===== config.mk =====
export PLATFORM = sky130hd
export DESIGN_NAME = conv_bias_sched
export DESIGN_NICKNAME = d
export VERILOG_FILES = /design/src/rtl/conv_bias_sched_pkg.sv /design/src/rtl/conv_bias_sched_valid_delay_line.sv /design/src/rtl/conv_bias_sched.sv
export SDC_FILE = /design/constraint.sdc
export NUM_CORES = 1
export LEC_CHECK = 0
export ABC_AREA = 1
export BUFFER_PORTS_ARGS = -buffer_cell sky130_fd_sc_hd__buf_2
export CAP_MARGIN = 15
export CORE_MARGIN = 1.5
export CORE_UTILIZATION = 55
export DETAILED_ROUTE_END_ITERATION = 12
export GPL_TIMING_DRIVEN = 1
export PLACE_DENSITY = 0.75
export SLEW_MARGIN = 20
export SYNTH_ARGS = -nofsm -noshare
export SYNTH_HDL_FRONTEND = slang
export SYNTH_HIERARCHICAL = 1
export SYNTH_SLANG_ARGS = --single-unit
export TNS_END_PERCENT = 10

===== constraint.sdc =====
create_clock -name clk -period 3.55 [get_ports clk]
set_input_delay 0.1775 -clock clk [delete_from_list [all_inputs] [get_ports clk]]
set_output_delay 0.1775 -clock clk [all_outputs]
set_load 0.02 [all_outputs]

===== src/rtl/conv_bias_sched_pkg.sv =====
// conv_bias_sched_pkg: shared FSM encoding and pipeline latency constants for the bias-stage sequencer
package conv_bias_sched_pkg;
  localparam int DEF_FIFO_RD_LATENCY = 1;
  localparam int DEF_ADD_LATENCY = 2;
  localparam int PIPE_LAT = DEF_FIFO_RD_LATENCY + DEF_ADD_LATENCY;
  typedef enum logic [2:0] {S_IDLE, S_BIAS, S_WAIT, S_READ, S_DRAIN, S_DONE} state_t;
endpackage


===== src/rtl/conv_bias_sched_valid_delay_line.sv =====
// conv_bias_sched_valid_delay_line: fixed-depth shift register carrying {valid, last} alongside the datapath
module conv_bias_sched_valid_delay_line #(
  parameter int DEPTH = 3,
  parameter int W = 2
) (
  input  logic         clk,
  input  logic         rst,
  input  logic [W-1:0] d,
  output logic [W-1:0] q
);
  logic [W-1:0] sr [DEPTH];
  // each stage takes the previous one; stage 0 takes the input
  always_ff @(posedge clk or negedge rst) begin
    if (!rst) begin
      for (int i = 0; i < DEPTH; i++) sr[i] <= '0;
    end else begin
      sr[0] <= d;
      for (int i = 1; i < DEPTH; i++) sr[i] <= sr[i-1];
    end
  end
  assign q = sr[DEPTH-1];
endmodule


===== src/rtl/conv_bias_sched.sv =====
// conv_bias_sched: group/row/pixel sequencer for the bias stage with adder-aligned valid regeneration
module conv_bias_sched
  import conv_bias_sched_pkg::*;
#(
  parameter int CHANNEL_OUT_NUM = 8,
  parameter int WIDTH_FEATURE_SIZE = 12,
  parameter int WIDTH_CHANNEL_NUM_REG = 10,
  parameter int WIDTH_BIAS_ADDR = 7,
  parameter int FIFO_RD_LATENCY = DEF_FIFO_RD_LATENCY,
  parameter int ADD_LATENCY = DEF_ADD_LATENCY
) (
  input  logic                             clk,
  input  logic                             rst,
  input  logic                             Start,
  input  logic [WIDTH_CHANNEL_NUM_REG-1:0] Channel_Out_Num_REG,
  input  logic [WIDTH_FEATURE_SIZE-1:0]    Row_Num_Out_REG,
  input  logic [WIDTH_FEATURE_SIZE-1:0]    S_Count_Fifo,
  input  logic                             fifo_ready,
  input  logic                             M_Ready,
  output logic                             Next_Reg,
  output logic                             rd_en_fifo,
  output logic                             bias_rd_en,
  output logic [WIDTH_BIAS_ADDR-1:0]       bias_addr,
  output logic                             M_Valid,
  output logic                             M_Last,
  output logic                             busy,
  output logic                             Done
);
  localparam int LAT = FIFO_RD_LATENCY + ADD_LATENCY;
  localparam int SH = $clog2(CHANNEL_OUT_NUM);
  localparam int WD = $clog2(LAT + 1);
  localparam logic [WIDTH_FEATURE_SIZE-1:0] F1 = 1;
  localparam logic [WIDTH_CHANNEL_NUM_REG-1:0] C1 = 1;
  localparam logic [WD-1:0] D1 = 1;
  localparam logic [WD-1:0] DLAST = WD'(LAT - 1);
  state_t state, next;
  logic [WIDTH_CHANNEL_NUM_REG-1:0] ch_q, grp_cnt, grp_num;
  logic [WIDTH_FEATURE_SIZE-1:0] rows_q, cols_q, row_cnt, col_cnt;
  logic [WD-1:0] drain_cnt;
  logic accept, empty, last_col, last_row, last_grp, last_drain, last_pix;
  logic [1:0] dly_q;
  assign grp_num = (ch_q >> SH) == '0 ? C1 : ch_q >> SH;
  assign accept = state == S_IDLE && Start;
  assign empty = Row_Num_Out_REG == '0 || S_Count_Fifo == '0;
  assign last_col = col_cnt == cols_q - F1;
  assign last_row = row_cnt == rows_q - F1;
  assign last_grp = grp_cnt == grp_num - C1;
  assign last_drain = drain_cnt == DLAST;
  assign last_pix = rd_en_fifo && last_col && last_row && last_grp;
  assign rd_en_fifo = state == S_READ;
  // state register
  always_ff @(posedge clk or negedge rst) begin
    if (!rst) state <= S_IDLE;
    else state <= next;
  end
  // next-state: group outer, row middle, pixel inner; drain before the bias word changes
  always_comb begin
    next = state;
    case (state)
      S_IDLE:  next = Start ? (empty ? S_DONE : S_BIAS) : S_IDLE;
      S_BIAS:  next = S_WAIT;
      S_WAIT:  next = fifo_ready && M_Ready ? S_READ : S_WAIT;
      S_READ:  next = last_col ? (last_row ? S_DRAIN : S_WAIT) : S_READ;
      S_DRAIN: next = last_drain ? (last_grp ? S_DONE : S_BIAS) : S_DRAIN;
      default: next = S_IDLE;
    endcase
  end
  // config latch on accepted start and the pixel/row/group/drain counters
  always_ff @(posedge clk or negedge rst) begin
    if (!rst) begin
      ch_q <= '0;
      rows_q <= '0;
      cols_q <= '0;
      grp_cnt <= '0;
      row_cnt <= '0;
      col_cnt <= '0;
      drain_cnt <= '0;
    end else if (accept) begin
      ch_q <= Channel_Out_Num_REG;
      rows_q <= Row_Num_Out_REG;
      cols_q <= S_Count_Fifo;
      grp_cnt <= '0;
      row_cnt <= '0;
      col_cnt <= '0;
      drain_cnt <= '0;
    end else begin
      if (rd_en_fifo) col_cnt <= last_col ? '0 : col_cnt + F1;
      if (rd_en_fifo && last_col) row_cnt <= row_cnt + F1;
      if (state == S_DRAIN) drain_cnt <= last_drain ? '0 : drain_cnt + D1;
      if (state == S_DRAIN && last_drain) begin
        row_cnt <= '0;
        grp_cnt <= grp_cnt + C1;
      end
    end
  end
  // registered control strobes: FIFO clear, busy flag, bias fetch, completion pulse
  always_ff @(posedge clk or negedge rst) begin
    if (!rst) begin
      Next_Reg <= 1'b0;
      busy <= 1'b0;
      bias_rd_en <= 1'b0;
      bias_addr <= '0;
      Done <= 1'b0;
    end else begin
      Next_Reg <= accept;
      busy <= accept || (busy && state != S_DONE);
      bias_rd_en <= state == S_BIAS;
      if (state == S_BIAS) bias_addr <= grp_cnt[WIDTH_BIAS_ADDR-1:0];
      Done <= state == S_DONE;
    end
  end
  conv_bias_sched_valid_delay_line #(.DEPTH(LAT), .W(2)) u_dly (
    .clk(clk),
    .rst(rst),
    .d({rd_en_fifo, last_pix}),
    .q(dly_q)
  );
  assign {M_Valid, M_Last} = dly_q;
endmodule


After elaboration in Yosys (flattened, before gate mapping)
Cells that the tools add are included.
- $add $sub $neg: 7
- eq/ne operators: 10
- multiplexer cells: 20
- reduce and logical (&&, ||, !) cells: 17
- operators with widths (cell ; number):
    two-way mux 12 bit ; 6
    adder 12 x 1 -> 12 bit, second input constant ; 2
    equality test 12 bit ; 2
    logical NOT 12 bit ; 2
    subtractor 12 x 1 -> 12 bit, second input constant ; 2
    two-way mux 10 bit ; 2
    two-way mux 3 bit ; 6
    case mux 3 bit (5 select lines) ; 1
    adder 10 x 1 -> 10 bit, second input constant ; 1
    equality test 10 bit ; 1
    logical NOT 10 bit ; 1
    subtractor 7 x 1 -> 8 bit, second input constant ; 1
    logical AND 1 bit ; 7
    two-way mux 7 bit ; 1
    equality test 3 x 2 -> 1 bit, second input constant ; 2
    equality test 3 bit, second input constant ; 2
    two-way mux 2 bit ; 3
    nonzero test 2 bit ; 3
    equality test 3 x 1 -> 1 bit, second input constant ; 1
    logical NOT 3 bit ; 1
    inequality test 3 bit, second input constant ; 1
    nonzero test 3 bit ; 1
    adder 2 x 1 -> 2 bit, second input constant ; 1
    equality test 2 bit, second input constant ; 1
    2 further kinds ; 3
- bits in registers: 90
- bits of input ports: 39
- output and inout port bits: 14
- word-level logic and storage cells: 70

Logic depth before layout (Yosys ltp)
Gate-level depths: netlist (run 1).
- depth after elaboration: 7
- mapped depth: 17
- gate-level depth less buffers: 17

Hierarchy
Netlist (run 1), hierarchy kept.
- modules (own cells, without submodules) (module ; times used ; cells an instance ; area an instance (sq um) ; sequential area each (sq um)):
    conv_bias_sched ; 1 ; 743 ; 5316.3 ; 2026.9
    conv_bias_sched_valid_delay_line ; 1 ; 8 ; 165.2 ; 150.1

Worst setup path before layout (run 1)
Ideal clock, no wire load.
- path type: reg2reg
- start point: register cols_q[0]
- end point: register col_cnt[8]
- data arrival time: 1734 ps
- required time: 3419 ps
- path slack: 1685 ps
- cell stages (with the launch flop): 13
- path buffers: 1
- period minus slack after synthesis: 1865 ps
- cells stage by stage: dfrtp_1 -> inv_1 -> ha_1 -> nand2_2 -> nor2_1 -> nor2_1 -> nor2_1 -> nand2_1 -> nor2_4 -> nand3_4 -> nand2_2 -> buf_6 -> o22ai_2
- word-level cells in the longest chain between the ends: 5
- ends and longest elaborated chain (item ; RTL line ; RTL):
    start: declaration ; conv_bias_sched.sv:38 ; logic [WIDTH_FEATURE_SIZE-1:0] rows_q, cols_q, row_cnt, col_cnt;
    start signal: assignment ; conv_bias_sched.sv:81 ; cols_q <= S_Count_Fifo;
    subtractor 12 x 1 -> 12 bit ; conv_bias_sched.sv:45 ; assign last_col = col_cnt == cols_q - F1;
    equality test 12 bit ; conv_bias_sched.sv:45 ;
    two-way mux 12 bit (2 in a row) ; conv_bias_sched.sv:87 ; if (rd_en_fifo) col_cnt <= last_col ? '0 : col_cnt + F1;
    two-way mux 12 bit ; conv_bias_sched.sv:78 ; end else if (accept) begin
    end signal: assignment ; conv_bias_sched.sv:87 ;
    end: declaration ; conv_bias_sched.sv:38 ;
No other way between the ends. The select of a mux whose other input is x is not followed.
A chain may end at the register's enable or synchronous reset.

Worst setup path in the final report (run 1)
- start point: register cols_q[0]
- end point: register row_cnt[5]
- word-level cells in the longest chain between the ends: 4
- ends and longest elaborated chain (item ; RTL line ; RTL):
    subtractor 12 x 1 -> 12 bit ; conv_bias_sched.sv:45 ;
    equality test 12 bit ; conv_bias_sched.sv:45 ;
    logical AND 1 bit ; conv_bias_sched.sv:88 ; if (rd_en_fifo && last_col) row_cnt <= row_cnt + F1;
    nonzero test 3 bit (no line) ; -- ;
    end signal: assignment ; conv_bias_sched.sv:88 ;
    end: declaration ; conv_bias_sched.sv:38 ;
No other way between the ends.

==> results of run 1 <==
[worst max-delay path, delay by kind of cell, from the launching register on]
kind	cells	cell delay, ns
simple gates	10	1.46
flops	1	0.39
fa+ha+maj	1	0.28
buf+inv	1	0.16
[placed cells by master (no fill, tap or decap), types with 2 or more instances in the layout]
cell type and n:
a21oi_1 8, and2_1 2, buf_2 48, buf_4 3, clkbuf_1 2, clkbuf_8 11
clkinv_2 2, dfrtp_1 87, dlygate4sd3_1 7, ha_1 6, inv_1 109, inv_2 3
nand2_1 223, nand2_2 8, nand3_1 50, nand3_2 14, nand3b_1 5, nand4_1 11
nor2_1 69, nor2_2 4, nor2_4 6, nor2_8 2, nor3_1 23, nor4_1 6
o21ai_0 50, o22ai_2 8, or2_2 3, xnor2_1 9, xor2_1 21
[per-layer routing]
| metal | global-route usage | vias up | share of wire |
|---|---|---|---|
| li1 | - | 2477 | - |
| met4 | 0.107 | 0 | 0.029 |
| met5 | 0 | - | 0 |
| met1 | 0.324 | 2298 | 0.45 |
| met3 | 0.0678 | 29 | 0.049 |
| met2 | 0.440 | 129 | 0.47 |
[final timing paths]
kind | to | slack (ns) | startpoint
worst max-delay path | row_cnt[5] | 1.18 | cols_q[0]
worst min-delay path | cols_q[3] | 0.01 | S_Count_Fifo[3]
worst max register to register | row_cnt[5] | 1.18 | cols_q[0]
worst min register to register | u_dly/sr[2] | 0.36 | u_dly/sr[4]
max in group asynchronous | grp_cnt[0] | 2.26 | rst
min in group asynchronous | rows_q[7] | 0.42 | rst
[power groups by stage]
stage / Sequential, uW / Combinational, uW / Clock [uW]
after CTS: 1500 / 1550 / 670
final: 1510 / 1550 / 646
after detailed placement: 1520 / 1520 / 0
after global placement: 1510 / 1470 / 0
after global routing: 1540 / 1780 / 700
after floorplan: 1450 / 1250 / 0
[final cells by class]
class	count	area (um^2)
Fill cell	862	3650
Multi-Input combinational cell	538	2810
Sequential cell	87	2180
Inverter	112	420
Timing Repair Buffer	58	333
Tap cell	133	166
Clock buffer	13	159
Clock inverter	3	17.5
[sequential cells by signal (all words and copies together) (netlist names)]
signal      flops
row_cnt        12
Done            1
u_dly/q         2
drain_cnt       2
u_dly/sr        4
bias_addr       7
busy            1
Next_Reg        1
state           3
grp_cnt        10
bias_rd_en      1
ch_q            7
cols_q         12
rows_q         12
col_cnt        12
[cells by family (layout without fill, tap and decap cells)]
family,after synthesis,in the layout,synth area share
compound gates,70,70,0.0769
buf+inv,126,186,0.0906
simple gates,431,431,0.370
xor+xnor,31,31,0.0520
fa+ha+maj,6,6,0.0137
flops,87,87,0.397
[stage by stage]
stage               power [uW]  cell area [um^2]  setup slack, ns  utilization  hold slack (ns)
floorplan                 2700              5480             1.68            -           -0.118
finish                    3710              6080             1.18        0.625           0.0140
global placement          2980              5830             1.30        0.600            0.335
CTS                       3720              6080             1.17        0.625          0.00586
detailed placement        3050              5830             1.22        0.600            0.342
global route              4020              6080            0.974        0.625          0.00297
[what timing repair did]
| action | 4_1_cts | 5_1_grt |
|---|---|---|
| setup endpoints to repair | 0 | 0 |
| hold buffers | 7 | 0 |
| endpoints found under the hold margin | 71 | 0 |
==> metrics.txt, run 1 <==
run status finished, final reports clean; slowest cell on the critical path dfrtp_1; sequential share of power 0.407; area growth from synthesis to layout 10.9%; Post-Route Setup TNS 0 ns; max-slew violations 0; vias in the first global route 4802; Max transition margin 0.367; unrepaired setup endpoints after global routing false; path depth of the worst reg2reg path 12; largest stage delay on the critical path 0.39 ns; Clock Tree Buf Depth 2; Logic pwr share 0.419; placed insts around 900; largest net degree at the start of global routing 67; DR WL/cell 13.5 um; Worst EP required 3.86 ns; initial drt markers a little under 300; Yosys cell types 37; antenna-violating nets left 0; switching part of the total 0.431; Overflow after GRT 0; Clock transition at path regs 0.09 ns; Hold Vio Cnt, Final 0; final WL ~13000 um; clk_skew 0.0122 ns; syn nets about 800; sequential fraction of the synthesis area 0.397; vias per cell ~5.2; flops & latches, synth 87; Synth async-reset ratio 1.00; effective utilization at floorplan 0.563; max-cap violations 0; NetSw 1600 uW; Internal around 2100 uW; io pins 53; Core Region 9730 um^2; Layout Nets 851; critical path class flop to flop; die area 10600 um^2; Synth Instances 751; clock latency at the later pin of the worst-skew pair between 0.3 and 0.4 ns; Worst Max-Slew Pin Slew 0.948 ns; post-CTS resize count 0; share of Yosys cell area claimed by the top area cell type 0.397; period utilization 0.667; layout cells sized above 1 0.145; vias 4933; min-delay worst type input port to flop; DRC Markers 0; RD Place Congestion 0.905; Die H 103 um; Setup Fix Bufs, Post-CTS 0; number of port buffers 49; PD cells just over 600 nW/um^2; Main synth FF type dfrtp_1; Sink Count 87; Max FO, Critical Path 13; Fmax 422 MHz; top cells by count, synth nand2_1, inv_1, dfrtp_1; Setup Viol. Count Final 0; part of the power in the clock network 0.174; count leader, synth nand2_1; GRT Overall Usage 0.262; crit-path cells inv_1 > ha_1 > nand2_2 > nor2_8 > nand3_2 > nand2_1 > nand2_2 > nor2_4 > nand4_4 > nand2_2 > nand2_1 > nand2_1; DRT Pass-1 Iters 5; Mapped Avg Cell Area 7.30 um^2; number of synthesized flops with an enable pin 0; first-pass GRT wire length around 21000 um; leading area contributor after synthesis dfrtp_1; row count 36; Ys Warns 6; crit path DAT 2.68 ns; Final Non-Filler Cells roughly 940; Critical Path Start Type flop; worst-case vdd ir drop 377 uV; DP HPWL 9360 um; Die X 103 um; hold-critical path depth 3; synth top area cells dfrtp_1, nand2_1, inv_1; CTS Buf Count 9; static leakage ~0.0032 uW; initial antenna violation count 0; min cycle time layout roughly 2.4 ns; type of element capturing the critical path flop; synthesized area around 5500 um^2; CTS tree yes; n_diodes 0; H-tree depth 3; Clock Root Buffer clkbuf_8
No activity file was read; power rests on OpenSTA's default activity.
==> inputs of run 2 (changes only) <==
--- a/config.mk
+++ b/config.mk
@@ -9,10 +9,10 @@
 export BUFFER_PORTS_ARGS = -buffer_cell sky130_fd_sc_hd__buf_2
 export CAP_MARGIN = 15
 export CORE_MARGIN = 1.5
-export CORE_UTILIZATION = 55
+export CORE_UTILIZATION = 54
 export DETAILED_ROUTE_END_ITERATION = 12
 export GPL_TIMING_DRIVEN = 1
-export PLACE_DENSITY = 0.75
+export PLACE_DENSITY = 0.77
 export SLEW_MARGIN = 20
 export SYNTH_ARGS = -nofsm -noshare
 export SYNTH_HDL_FRONTEND = slang
==> constraint.sdc (replaced) <==
create_clock -name clk -period 2 [get_ports clk]
set_input_delay 0.1 -clock clk [delete_from_list [all_inputs] [get_ports clk]]
set_output_delay 0.1 -clock clk [all_outputs]
set_load 0.02 [all_outputs]
==> run 2 against run 1 <==
The run now ends with negative setup slack left. Sequential share of layout area down 2.9 points. Critical path depth up 5. Utilization up 4.9 points. Global-route usage up 0.34 points. Sequential cell count unchanged. Register-to-register slack worse by 1.3 ns. Via count up 5.2%. Final area up 8.8%.
==> metrics.txt, run 2 (same netlist as run 1, synthesis figures left out) <==
CP most frequent cell nand2_1; min-delay src S_Count_Fifo[9]; PD cells 1100 nW/um^2 (+80%); RD Place Congestion 0.910 (+0.55%); final WL 13800 um (+7.9%); highest-count cells in the layout ignoring fill and taps nand2_1, inv_1, dfrtp_1; post-route setup slack -0.126 ns (-1.31 ns); type of element capturing the critical path flop; max-slew violations 0 (unchanged); die area 10800 um^2 (+1.8%); CTS Buf Count 9 (unchanged); Sink Count 87 (unchanged); initial drt markers 365 (+26%); max-cap violations 0 (unchanged); Overflow after GRT 0 (unchanged); critical path class flop to flop; first-pass GRT wire length 23400 um (+9.8%); Crit. Startpoint ch_q[8]; Clock transition at path regs 0.09 ns (about the same); most common cell after layout, fill and taps aside nand2_1; unrepaired setup endpoints after global routing true; total power draw 7260 uW (+96%); slowest cell on the critical path dfrtp_1; io pins 53 (unchanged); Placed Area 6060 um^2 (+3.8%); Final Cell Area 6610 um^2 (+8.8%); crit path DAT 2.44 ns (-0.24 ns); M1 wire length 5970 um (+2.8%); Critical Path Start Type flop; Die H 104 um (+0.89%); violated checks negative setup slack; Layout Nets 887 (+4.2%); flop2flop setup slack -0.13 ns (-1.31 ns); Worst EP required 2.31 ns (-1.55 ns); n_diodes 0 (unchanged); number of port buffers 49 (unchanged); vias in the first global route 5178 (+7.8%); min cycle time layout 2.13 ns (-0.242 ns); DP HPWL 10200 um (+9.1%); layout cells sized above 1 0.209 (+0.0635); DR WL met3 641 um (+3.2%); crit-path cells nor2_2 > nand4_1 > nand2_2 > inv_2 > ha_4 > inv_2 > nand2_1 > nand2_1 > nor2_1 > nand2_1 > nor2_1 > nand3_1 > nor2_2 > nand3_2 > nand2_1 > nand2_1 > nand3_2; run status complete, but fails checks; clk_skew 0.0127 ns (+0.000505 ns); static leakage 0.00340 uW (+7.5%); row count 36 (unchanged); GRT Overall Usage 0.266 (+0.00339); fill cell count 833 (-3.4%); met2 WL post-DR 6820 um (+14%); max layer used met4; Worst Max-Slew Pin Slew 0.460 ns (-0.488 ns); worst-case vdd ir drop 555 uV (+47%); largest net degree at the start of global routing 57 (-15%); vias per cell 5.30 (+1.3%); DRT Pass-1 Iters 5 (unchanged); Core Region 9820 um^2 (+0.93%); Max FO, Critical Path 2 (-11); vias 5190 (+5.2%); Hold Vio Cnt, Final 0 (unchanged); Clock Tree Buf Depth 2 (unchanged); period utilization 1.06 (+0.396); Die X 104 um (+0.89%); H-tree depth 3 (unchanged); largest stage delay on the critical path 0.40 ns (about the same); antenna-violating nets left 0 (unchanged); Setup Viol. Count Final 2 (+2); min-delay worst type input port to flop; Fmax 470 MHz (+11%); DRC Markers 0 (unchanged); DR WL/cell 14.1 um (+4.0%); CTS tree yes; Clock Root Buffer clkbuf_8; FF-to-FF Start ch_q[8]; clock latency at the later pin of the worst-skew pair 0.37 ns (about the same); area growth from synthesis to layout 20.7%; Max transition margin 0.691 (+0.323); effective utilization at floorplan 0.558 (-0.00517); initial antenna violation count 0 (unchanged)
## run 2: cell types whose count changed in the layout (fill, tap and decap cells not counted), sizes merged
cell / previous run / this run
buf: 51 / 80
bufinv: 0 / 2
clkbuf: 13 / 10
clkinv: 2 / 1
dlygate4sd3: 7 / 14
inv: 112 / 114
## run 2: per-stage QoR
stage	hold WS, ns	cells	setup slack, ns	TNS [ns]	utilization
2_1_floorplan	-0.196	751	0.135	0	-
3_3_place_gp	0.0671	944	0.0290	0	0.617
3_5_place_dp	0.0667	944	-0.0437	-0.279	0.617
4_1_cts	0.00260	977	0.00448	0	0.660
5_1_grt	0.0194	980	-0.282	-1.65	0.674
6_report	0.0173	980	-0.126	-0.153	0.674
## run 2: path summary, 6_finish.rpt
| kind | to | depth (start not counted) |
|---|---|---|
| worst max-delay path | state[2] | 17 |
| worst min-delay path | cols_q[9] | 3 |
| worst max register to register | state[2] | 17 |
| worst min register to register | u_dly/q[1] | 0 |
| max in group asynchronous | rows_q[2] | 3 |
| min in group asynchronous | row_cnt[2] | 2 |
## run 2: worst max-delay path, delay by kind of cell, from the launching register on
family / cells / cell delay (ns)
buffers and inverters: 2 / 0.07
adder cells (fa/ha/maj): 1 / 0.26
AND/OR/NAND/NOR: 14 / 1.34
flip-flops: 1 / 0.40
## run 2: final cells by class
cell class              instances  area, um^2  area share
flip-flops and latches         87        2180       0.329
multi-input cells             538        2930       0.443
inverters                     112         424      0.0641
well taps                     133         166      0.0252
repair buffers                 94         694       0.105
clock inverters                 6        91.3      0.0138
clock buffers                  10         128      0.0193
## run 2: per-layer routing
layer,track usage,vias to the layer above
met5,0,-
met4,0.105,0
met3,0.0516,35
met2,0.456,146
met1,0.330,2453
li1,-,2556
## run 2: timing repair
item,CTS,global route
hold buffers,14,0
gates resized for setup,9,31
buffers inserted,3,3
endpoints found under the hold margin,44,0
endpoints found under the setup margin,13,27
pin swaps,8,24
## run 2: report_power, final
part           switching, uW  internal [uW]
Clock                    665            716
Sequential               522           2160
Combinational           1900           1290
Total                   3090           4170
==> inputs of run 3 (changes only) <==
==> constraint.sdc (replaced) <==
create_clock -name clk -period 1.8 [get_ports clk]
set_input_delay 0.09 -clock clk [delete_from_list [all_inputs] [get_ports clk]]
set_output_delay 0.09 -clock clk [all_outputs]
set_load 0.02 [all_outputs]
==> run 3 against run 2 <==
Total power rose by 14%. Worst hold slack improved by 0.0067 ns. The run still ends with negative setup slack left. Non-clock buffer count rose by 56. Clock-buffer cell count rose by 1. Setup slack got worse by 0.15 ns. Clock power barely moved. Sequential cell count did not move. Wire length rose by 8.5%. Global-route usage rose by 2.4 points.
==> metrics.txt, run 3 (same netlist as run 1, synthesis figures left out) <==
io pins 53 (unchanged); post-route setup slack -0.274 ns (-0.147 ns); die area 10800 um^2 (unchanged); type of element capturing the critical path flop; final WL 15000 um (+8.5%); critical path class flop to flop; Final Non-Filler Cells 1036 (+5.7%); Fmax 482 MHz (+2.5%); row count 36 (unchanged); initial drt markers 387 (+6.0%); clk_skew 0.00896 ns (-0.00373 ns); n_diodes 0 (unchanged); Worst Max-Slew Pin Slew 0.468 ns (+0.00773 ns); DRT Pass-1 Iters 5 (unchanged); placed insts 979 (+3.7%); violated checks negative setup slack; Overflow after GRT 0 (unchanged); clock latency at the later pin of the worst-skew pair 0.38 ns (about the same); Die X 104 um (unchanged); highest-count cells in the layout ignoring fill and taps nand2_1, inv_1, dfrtp_1; largest net degree at the start of global routing 46 (-19%); slowest cell on the critical path dfrtp_1; DP HPWL 10800 um (+5.8%); Setup Viol. Count Final 27 (+25); layout cells sized above 1 0.228 (+0.0192); H-tree depth 3 (unchanged); PD cells 1180 nW/um^2 (+7.5%); max-slew violations 0 (unchanged); Max FO, Critical Path 2 (unchanged); initial antenna violation count 0 (unchanged); vias 5467 (+5.3%); Clock Root Buffer clkbuf_8; CP most frequent cell buf_4; CTS tree yes; Critical Path Start Type flop; vias per cell 5.28 (-0.36%); worst-case vdd ir drop 800 uV (+44%); crit path DAT 2.40 ns (-0.04 ns); Final Cell Area 6990 um^2 (+5.7%); crit-path cells nor2_2 > nand4_1 > buf_4 > buf_4 > buf_4 > buf_4 > buf_4 > buf_4 > nand3_2 > nand3_1 > nor2_1 > nand3_2 > nand2_1 > nand2_1 > nand3_1; RD Place Congestion 0.896 (-1.5%); Layout Nets 943 (+6.3%); CTS Buf Count 9 (unchanged); Sink Count 87 (unchanged); fill cell count 768 (-7.8%); Clock Tree Buf Depth 2 (unchanged); unrepaired setup endpoints after global routing true; Max transition margin 0.686 (-0.00519); first-pass GRT wire length 25200 um (+7.6%); run status complete, but fails checks; flop2flop setup slack -0.27 ns (-0.15 ns); GRT Overall Usage 0.290 (+0.0243); number of port buffers 49 (unchanged); vias in the first global route 5454 (+5.3%); largest stage delay on the critical path 0.40 ns (about the same); min-delay worst type input port to flop; Worst EP required 2.13 ns (-0.18 ns); Hold Vio Cnt, Final 0 (unchanged); Clock transition at path regs 0.09 ns (about the same); Placed Area 6320 um^2 (+4.4%); period utilization 1.15 (+0.0890); effective utilization at floorplan 0.558 (unchanged); DR WL/cell 14.5 um (+2.7%); DRC Markers 0 (unchanged); antenna-violating nets left 0 (unchanged); Core Region 9820 um^2 (unchanged); max-cap violations 0 (unchanged); area growth from synthesis to layout 27.5%; Die H 104 um (unchanged); min cycle time layout 2.07 ns (-0.0525 ns); most common cell after layout, fill and taps aside nand2_1; static leakage 0.00362 uW (+6.5%); hold_ws 0.0240 ns (+0.00668 ns)
## run 3: changes by cell type in the layout (fill, tap and decap cells not counted), moves of 3 or more
cell and change:
nor2_1 +3, nand3_2 -3, buf_4 +41, dlygate4sd3_1 +18, nor2_4 -3
## run 3: cell type report
cell class                      instances  area (um^2)  area share
Clock buffer                           11          131      0.0188
Multi-Input combinational cell        538         2900       0.415
Clock inverter                          5         56.3     0.00805
Sequential cell                        87         2180       0.311
Timing Repair Buffer                  150         1140       0.163
Inverter                              112          420      0.0601
Tap cell                              133          166      0.0238
## run 3: through the flow
stage | power (uW) | utilization | TNS, ns | worst slack (ns)
CTS | 8130 | 0.706 | -2.24 | -0.240
finish | 8250 | 0.712 | -2.05 | -0.274
detailed placement | 6570 | 0.644 | -4.15 | -0.250
global placement | 6390 | 0.644 | -1.77 | -0.236
floorplan | 5330 | - | -0.0200 | -0.0200
global route | 8850 | 0.712 | -5.33 | -0.440
## run 3: critical path, delay by kind of cell (launching register included)
family	cells	cell delay [ns]
simple gates	9	0.83
flops	1	0.40
buf+inv	6	0.77
## run 3: repair_timing
item	in CTS	in global routing
endpoints found under the hold margin	117	0
setup buffers	7	2
pin swaps	9	13
hold buffers	32	0
resized for setup	12	13
endpoints found under the setup margin	29	30
## run 3: worst paths after layout
| path | depth (start not counted) | start | end |
|---|---|---|---|
| setup / recovery | 15 | ch_q[4] | state[2] |
| hold / removal | 3 | Row_Num_Out_REG[6] | rows_q[6] |
| setup reg to reg | 15 | ch_q[4] | state[2] |
| min in group asynchronous | 2 | rst | ch_q[8] |
| max in group asynchronous | 3 | rst | rows_q[0] |
| hold reg to reg | 0 | u_dly/sr[5] | u_dly/sr[3] |
## run 3: per-layer routing
| metal | track usage | wire length, um |
|---|---|---|
| met5 | 0 | 0 |
| met4 | 0.116 | 467 |
| met3 | 0.0724 | 1050 |
| met2 | 0.484 | 7260 |
| met1 | 0.361 | 6200 |
## run 3: report_power, final
part,switching (uW),leakage (uW),internal (uW)
Combinational,2190,0.00242,1700
Clock,754,0.0000937,644
Sequential,553,0.00110,2400
Total,3500,0.00362,4750
